**src/rtl/ram_data_port_ctrl.sv**
```systemverilog
// Requester-side controller for the RAM_data simple-dual-port memory: turns load/store requests
// into RAM port activity and returns load data in order. Define PERF_CNT_EN to add perf counters.
module ram_data_port_ctrl #(
  parameter int unsigned ADDR_W = 17,
  parameter int unsigned DATA_W = 32,
  parameter int unsigned RD_LAT = 2
) (
  input  logic              clock,
  input  logic              rst_n,
  input  logic              req_valid,
  output logic              req_ready,
  input  logic              req_we,
  input  logic [ADDR_W-1:0] req_addr,
  input  logic [DATA_W-1:0] req_wdata,
  output logic              rsp_valid,
  input  logic              rsp_ready,
  output logic [DATA_W-1:0] rsp_rdata,
  output logic [ADDR_W-1:0] ram_rdaddress,
  output logic [ADDR_W-1:0] ram_wraddress,
  output logic [DATA_W-1:0] ram_data,
  output logic              ram_wren,
  input  logic [DATA_W-1:0] ram_q,
`ifdef PERF_CNT_EN
  output logic [31:0]       rd_count,
  output logic [31:0]       wr_count,
  output logic [31:0]       stall_count,
`endif
  output logic              busy
);

  localparam int unsigned DEPTH = RD_LAT + 1;
  localparam int unsigned PTR_W = (DEPTH > 1) ? $clog2(DEPTH) : 1;
  localparam int unsigned CNT_W = $clog2(2 * DEPTH + 1);

  logic              run_q, run_d;
  logic [RD_LAT:0]   vld_q, vld_d;
  logic [PTR_W-1:0]  wr_ptr_q, wr_ptr_d, rd_ptr_q, rd_ptr_d;
  logic [CNT_W-1:0]  cnt_q, cnt_d;
  logic [DATA_W-1:0] mem_q [DEPTH];
  logic [DATA_W-1:0] mem_d [DEPTH];
  logic [ADDR_W-1:0] rdaddr_q, rdaddr_d, wraddr_q, wraddr_d;
  logic [DATA_W-1:0] wdata_q, wdata_d;
  logic              wren_q, wren_d;
  logic [CNT_W-1:0]  inflight;
  logic              ld, st, push, pop;
`ifdef PERF_CNT_EN
  logic [31:0]       rd_cnt_q, rd_cnt_d, wr_cnt_q, wr_cnt_d, stall_cnt_q, stall_cnt_d;
`endif

  always_comb begin
    // The valid pipe carries one extra stage beyond RD_LAT so the push samples ram_q one edge
    // after it settles; every stage holds a credit so the FIFO can never be pushed while full.
    inflight = '0;
    for (int unsigned i = 0; i <= RD_LAT; i++) begin
      inflight = inflight + CNT_W'(vld_q[i]);
    end
    req_ready = run_q && ((inflight + cnt_q) < CNT_W'(DEPTH));
    rsp_valid = (cnt_q != '0);
    rsp_rdata = mem_q[rd_ptr_q];
    busy      = (inflight != '0) || rsp_valid;
    ld        = req_valid && req_ready && !req_we;
    st        = req_valid && req_ready && req_we;
    push      = vld_q[RD_LAT];
    pop       = rsp_valid && rsp_ready;

    run_d    = 1'b1;
    vld_d    = {vld_q[RD_LAT-1:0], ld};
    rdaddr_d = ld ? req_addr : rdaddr_q;
    wren_d   = st;
    wraddr_d = st ? req_addr : wraddr_q;
    wdata_d  = st ? req_wdata : wdata_q;

    mem_d = mem_q;
    if (push) mem_d[wr_ptr_q] = ram_q;
    wr_ptr_d = wr_ptr_q;
    if (push) wr_ptr_d = (wr_ptr_q == PTR_W'(DEPTH - 1)) ? '0 : wr_ptr_q + PTR_W'(1);
    rd_ptr_d = rd_ptr_q;
    if (pop) rd_ptr_d = (rd_ptr_q == PTR_W'(DEPTH - 1)) ? '0 : rd_ptr_q + PTR_W'(1);
    cnt_d = cnt_q;
    if (push && !pop) cnt_d = cnt_q + CNT_W'(1);
    else if (!push && pop) cnt_d = cnt_q - CNT_W'(1);

`ifdef PERF_CNT_EN
    rd_cnt_d    = rd_cnt_q + 32'(ld);
    wr_cnt_d    = wr_cnt_q + 32'(st);
    stall_cnt_d = stall_cnt_q + 32'(req_valid && !req_ready);
`endif
  end

  always_ff @(posedge clock or negedge rst_n) begin
    if (!rst_n) begin
      run_q    <= 1'b0;
      vld_q    <= '0;
      wr_ptr_q <= '0;
      rd_ptr_q <= '0;
      cnt_q    <= '0;
      for (int unsigned i = 0; i < DEPTH; i++) mem_q[i] <= '0;
      rdaddr_q <= '0;
      wraddr_q <= '0;
      wdata_q  <= '0;
      wren_q   <= 1'b0;
`ifdef PERF_CNT_EN
      rd_cnt_q    <= '0;
      wr_cnt_q    <= '0;
      stall_cnt_q <= '0;
`endif
    end else begin
      run_q    <= run_d;
      vld_q    <= vld_d;
      wr_ptr_q <= wr_ptr_d;
      rd_ptr_q <= rd_ptr_d;
      cnt_q    <= cnt_d;
      mem_q    <= mem_d;
      rdaddr_q <= rdaddr_d;
      wraddr_q <= wraddr_d;
      wdata_q  <= wdata_d;
      wren_q   <= wren_d;
`ifdef PERF_CNT_EN
      rd_cnt_q    <= rd_cnt_d;
      wr_cnt_q    <= wr_cnt_d;
      stall_cnt_q <= stall_cnt_d;
`endif
    end
  end

  assign ram_rdaddress = rdaddr_q;
  assign ram_wraddress = wraddr_q;
  assign ram_data      = wdata_q;
  assign ram_wren      = wren_q;
`ifdef PERF_CNT_EN
  assign rd_count      = rd_cnt_q;
  assign wr_count      = wr_cnt_q;
  assign stall_count   = stall_cnt_q;
`endif

endmodule
```
**config.mk**
```make
export PLATFORM = sky130hd
export DESIGN_NAME = ram_data_port_ctrl
export DESIGN_NICKNAME = d
export VERILOG_FILES = /design/src/rtl/ram_data_port_ctrl.sv
export SDC_FILE = /design/constraint.sdc
export NUM_CORES = 1
export LEC_CHECK = 0
export ABC_CLOCK_PERIOD_IN_PS = 6800
export CAP_MARGIN = 20
export CORE_MARGIN = 4
export CORE_UTILIZATION = 45
export DETAILED_ROUTE_END_ITERATION = 7
export HOLD_SLACK_MARGIN = 0.08
export PLACE_DENSITY = 0.7
export SKIP_LAST_GASP = 1
export SYNTH_ARGS = -nofsm -noshare
export SYNTH_HDL_FRONTEND = slang
export SYNTH_SLANG_ARGS = --single-unit
```
**constraint.sdc**
```tcl
create_clock -name clock -period 6.8 [get_ports clock]
set_clock_uncertainty 0.2 [all_clocks]
set_input_delay 1.36 -clock clock [delete_from_list [all_inputs] [get_ports clock]]
set_output_delay 1.36 -clock clock [all_outputs]
set_load 0.03 [all_outputs]
```
== Word level (Yosys, flattened, before mapping) ==
Cells that the tools add are included.

* Register bits after elaboration: 174
* Output and inout bits: 102
* Logic and storage cells: 52

* Add/sub/neg operators: 7
* Order comparisons: 4
* Equality and inequality tests: 2
* Multiplexer cells: 10
* Bitwise operators: 2
* Reductions and logical operators: 15

{| class="wikitable"
|+ Operators with widths
! kind !! count
|-
| bitwise mux 96 bit || 1
|-
| two-way mux 32 bit || 3
|-
| binary-select mux 32 bit (select 2 bit) || 1
|-
| demux 32 bit (select 2 bit) || 1
|-
| logical AND 1 bit || 8
|-
| >= comparator 3 bit, second input constant || 2
|-
| two-way mux 3 bit || 2
|-
| inverter 2 -> 3 bit || 2
|-
| nonzero test 3 bit || 2
|-
| adder 2 x 1 -> 2 bit, second input constant || 2
|-
| equality test 2 bit, second input constant || 2
|-
| two-way mux 2 bit || 2
|-
| adder 2 x 1 -> 3 bit || 1
|-
| adder 3 x 1 -> 3 bit, second input constant || 1
|-
| adder 3 bit || 1
|-
| logical NOT 1 bit || 3
|-
| < comparator 3 x 1 -> 1 bit, second input constant || 1
|-
| < comparator 3 x 2 -> 1 bit, second input constant || 1
|-
| subtractor 3 x 1 -> 3 bit, second input constant || 1
|-
| adder 1 x 1 -> 2 bit || 1
|-
| nonzero test 2 bit || 1
|-
| logical OR 1 bit || 1
|}

== Longest topological paths before layout ==
* Word-level depth: 7
* Gate-level depth with buffers: 8
* Depth with buffers taken out: 8

== Worst setup path before layout ==
Ideal clock, no wire load.

* Kind: register to output
* Start: register vld_q[0]
* End: output port req_ready
* Arrival time: 2.111 ns
* Slack: 3.129 ns
* Cell stages (with the launch flop): 6
* Cells stage by stage: dfrtp_1 -> fa_1 -> ha_1 -> fa_1 -> a21boi_1 -> and2_1

* Longest elaborated chain between the ends: 5

{| class="wikitable"
|+ Ends and longest elaborated chain
! item !! line !! source
|-
| from (decl) || 36 || <nowiki>logic [RD_LAT:0] vld_q, vld_d;</nowiki>
|-
| from (signal assigned) || 109 || <nowiki>vld_q <= vld_d;</nowiki>
|-
| adder 1 x 1 -> 2 bit || 55 || <nowiki>inflight = inflight + CNT_W'(vld_q[i]);</nowiki>
|-
| adder 2 x 1 -> 3 bit || 55 ||
|-
| adder 3 bit || 57 || <nowiki>req_ready = run_q && ((inflight + cnt_q) < CNT_W'(DEPTH));</nowiki>
|-
| < comparator 3 x 2 -> 1 bit || 57 ||
|-
| logical AND 1 bit || 57 ||
|-
| to (decl) || 11 || <nowiki>output logic req_ready,</nowiki>
|}

Every way passes these cells.

== Worst setup path in the final report ==
* Start: register vld_q[2]
* End: output port req_ready

* Longest elaborated chain between the ends: 4

{| class="wikitable"
|+ Ends and longest elaborated chain
! item !! line
|-
| adder 2 x 1 -> 3 bit || 55
|-
| adder 3 bit || 57
|-
| < comparator 3 x 2 -> 1 bit || 57
|-
| logical AND 1 bit || 57
|}

Every way passes these cells.

==> results.tsv <==
metric	value	unit
maxSlewViolCount	0	
number_of_buffers_on_the_longest_clock_path	2	
p_comb_frac	0.479	
final_cell_count_no_fill	908	
placeableCoreArea	16500	um^2
worstPathMaxFanout	5	
overflow_left_after_global_routing	0	
power_frac_seq	0.338	
place_hpwl	11100	um
layout.nets	766	
post_route_cells_drive_above_1_share	0.288	
post-route-drc-count	0	
die-height	138	um
ys_ff_latch	174	
synth.top_cell.area_share	0.576	
setup_viol_count_final	0	
switching_share	0.370	
initialDrtViolationCount	155	
critPathArrivalTime	3240	ps
cellInternalPower	0.00351	W
synth-seq-area-share	0.576	
routabilityCongestion	0.753	
routed_wirelength_normalized_by_instance_count	18.5	um
run_status	complete, no violations	
cap_violations	0	
timing.reg2reg.worst_path_depth	6	
reg2reg_slack	3230	ps
cts-root-buf	clkbuf_16	
power_frac_clock	0.183	
area.sequential	4360	um^2
ios	188	
synth_top_flop_cell	dfrtp_1	
p_leak	4.48	nW
floorplan.rows	47	
worst_hold_start	vld_q[1]	
n_antenna_cell	0	
p_total	0.00557	W
multiInputGateArea	3010	um^2
netlist.top_cell.by_area	dfrtp_1	
flow.area_growth_from_synthesis	35.0	%
worstSkewPairLatency	420	ps
antenna_found_initial	0	
netlist-cell-type-count	29	
setup_slack	2000	ps
dp_worst_setup_slack	2480	ps
worst_r2r_startpoint	vld_q[2]	
most_numerous_cell_types_in_the_synthesized_netlist	dfrtp_1 (174), mux2_4 (79), mux2_2 (73)	
cts_resized	0	
postRouteWirelength	16800	um
placement.io_buffers	187	
worst_hold_path.num_cells	0	
die_w	138	um
cts_setup_buffers	0	
avgSynthCellArea	15.4	um^2
drtAntennaViolNets	0	
post_synth_inst_count	492	
htreeDepth	4	
critPathRequiredTime	5240	ps
finalHoldViolCount	0	
p_per_area	546	nW/um^2
tritoncts_num_sinks	174	
cts-hold-fix-buffers	0	
switching_power	0.00206	W
post-place-cells	876	
synthArstFlopShare	1.00	
grt_pass1_wl	26800	um
tritoncts.num_buffers	17	
yosysWarningCount	0	
vias_per_cell	5.05	
finalSetupTns	0	ps
grt_pass1_vias	5128	
timing.final.crit_share	0.706	
timing.hold.worst_endpoint	vld_q[2]	
tritoncts	built	
worst_setup_hold_path_clk_slew	60	ps
worst_r2r_endpoint	ram_data[3]	
synth.cell_area	7560	um^2
crit_path_start_kind	flop	
die_area	18900	um^2
fmax	0.208	GHz
worst-setup-path-type	flop to output pin	
grt_start_max_net_pins	108	
synth.net_count	583	
hp-class	flop to flop	
slew-limit-headroom	0.257	
rsz0062_at_grt	false	
post-route-min-period	4800	ps
critical_path.endpoint_type	output pin	
max-vdd-ir-drop	317	uV
start_util	0.457	
gr-usage-all-layers	0.186	
synth-edff-count	0	
worstMarginPinSlew	1110	ps
vias	4582	
n_fill_cell	1215	
detailedRoute.firstPassIterationCount	4	
synthTopCellsByArea	dfrtp_1 (58%), mux2_4 (16%), mux2_2 (11%)	
post-synth-top-count-cell	dfrtp_1	
==> registers in the layout, indices dropped and copies added (netlist names) <==
register and count:
cnt_q 3, mem_q 96, ram_data 32, ram_rdaddress 17, ram_wraddress 17, ram_wren 1
rd_ptr_q 2, run_q 1, vld_q 3, wr_ptr_q 2
==> cells by family (layout without fill, tap and decap cells) <==
family / count (synthesis) / in the layout / share of synthesized area
AOI/OAI and AO/OA: 35 / 35 / 0.0238
DFF: 174 / 174 / 0.576
buffers and inverters: 32 / 228 / 0.0268
muxes: 197 / 197 / 0.328
xor gates and xnor gates: 4 / 4 / 0.00563
other: 1 / 1 / 0.000496
adders and majority gates: 5 / 5 / 0.0113
and+or+nand+nor: 44 / 44 / 0.0282
==> power groups by stage <==
stage               logic (W)  clock network, W  registers (W)
CTS                   0.00271           0.00105        0.00189
global route          0.00284           0.00109        0.00195
global placement      0.00265                 0        0.00186
detailed placement    0.00269                 0        0.00189
floorplan             0.00134                 0        0.00218
finish                0.00267           0.00102        0.00188
==> final cells by class <==
type,count,area share
Sequential cell,174,0.427
Clock inverter,8,0.0125
Tap cell,220,0.0270
Clock buffer,24,0.0492
Timing Repair Buffer,192,0.187
Multi-Input combinational cell,286,0.296
Inverter,4,0.00147
==> layer usage <==
metal	up-vias	wire length [um]	track usage
li1	2094	-	-
met1	2311	6870	0.223
met2	152	8000	0.293
met3	25	1540	0.0793
met4	0	356	0.0820
met5	-	0	0
==> worst max path at each step <==
stage	start	endpoint	slack, ps	cells past startpoint
6_report	vld_q[2]	req_ready	2000	6
5_1_grt	vld_q[2]	req_ready	1860	6
4_1_cts	vld_q[2]	req_ready	1970	6
3_5_place_dp	vld_q[2]	req_ready	2480	6
3_3_place_gp	vld_q[2]	req_ready	2510	6
2_1_floorplan	vld_q[0]	req_ready	3130	5
==> worst max-delay path, stage by stage (launching register included) <==
cell and delay (ps):
dfrtp_1 440, fa_1 480, ha_1 220, fa_1 450
a21boi_1 340, and2_1 180, clkdlybuf4s50_1 710
==> layout by cell type, fill, tap and decap left out, types with 2 or more instances in the layout <==
cell type / synthesis / routed
buf_4: 0 / 5
bufinv_16: 0 / 3
clkbuf_1: 7 / 2
clkbuf_16: 0 / 17
clkbuf_8: 0 / 5
clkdlybuf4s50_1: 0 / 186
clkinvlp_4: 0 / 2
dfrtp_1: 174 / 173
fa_1: 3 / 3
ha_1: 2 / 2
inv_1: 2 / 2
inv_2: 2 / 2
mux2_1: 13 / 13
mux2_2: 73 / 73
mux2_4: 79 / 79
mux2i_1: 32 / 32
nand2_1: 33 / 33
nor2_1: 2 / 2
o21ai_0: 29 / 29
o21ai_1: 4 / 4
or3_1: 3 / 2
xor2_1: 2 / 2
==> through the flow <==
step	hold WS, ps	util	cell area (um^2)
finish	209	0.617	10200
global route	237	0.617	10200
CTS	214	0.617	10200
detailed placement	200	0.579	9570
global placement	192	0.579	9570
floorplan	186	-	7560
Power figures use the tool's default switching activity.
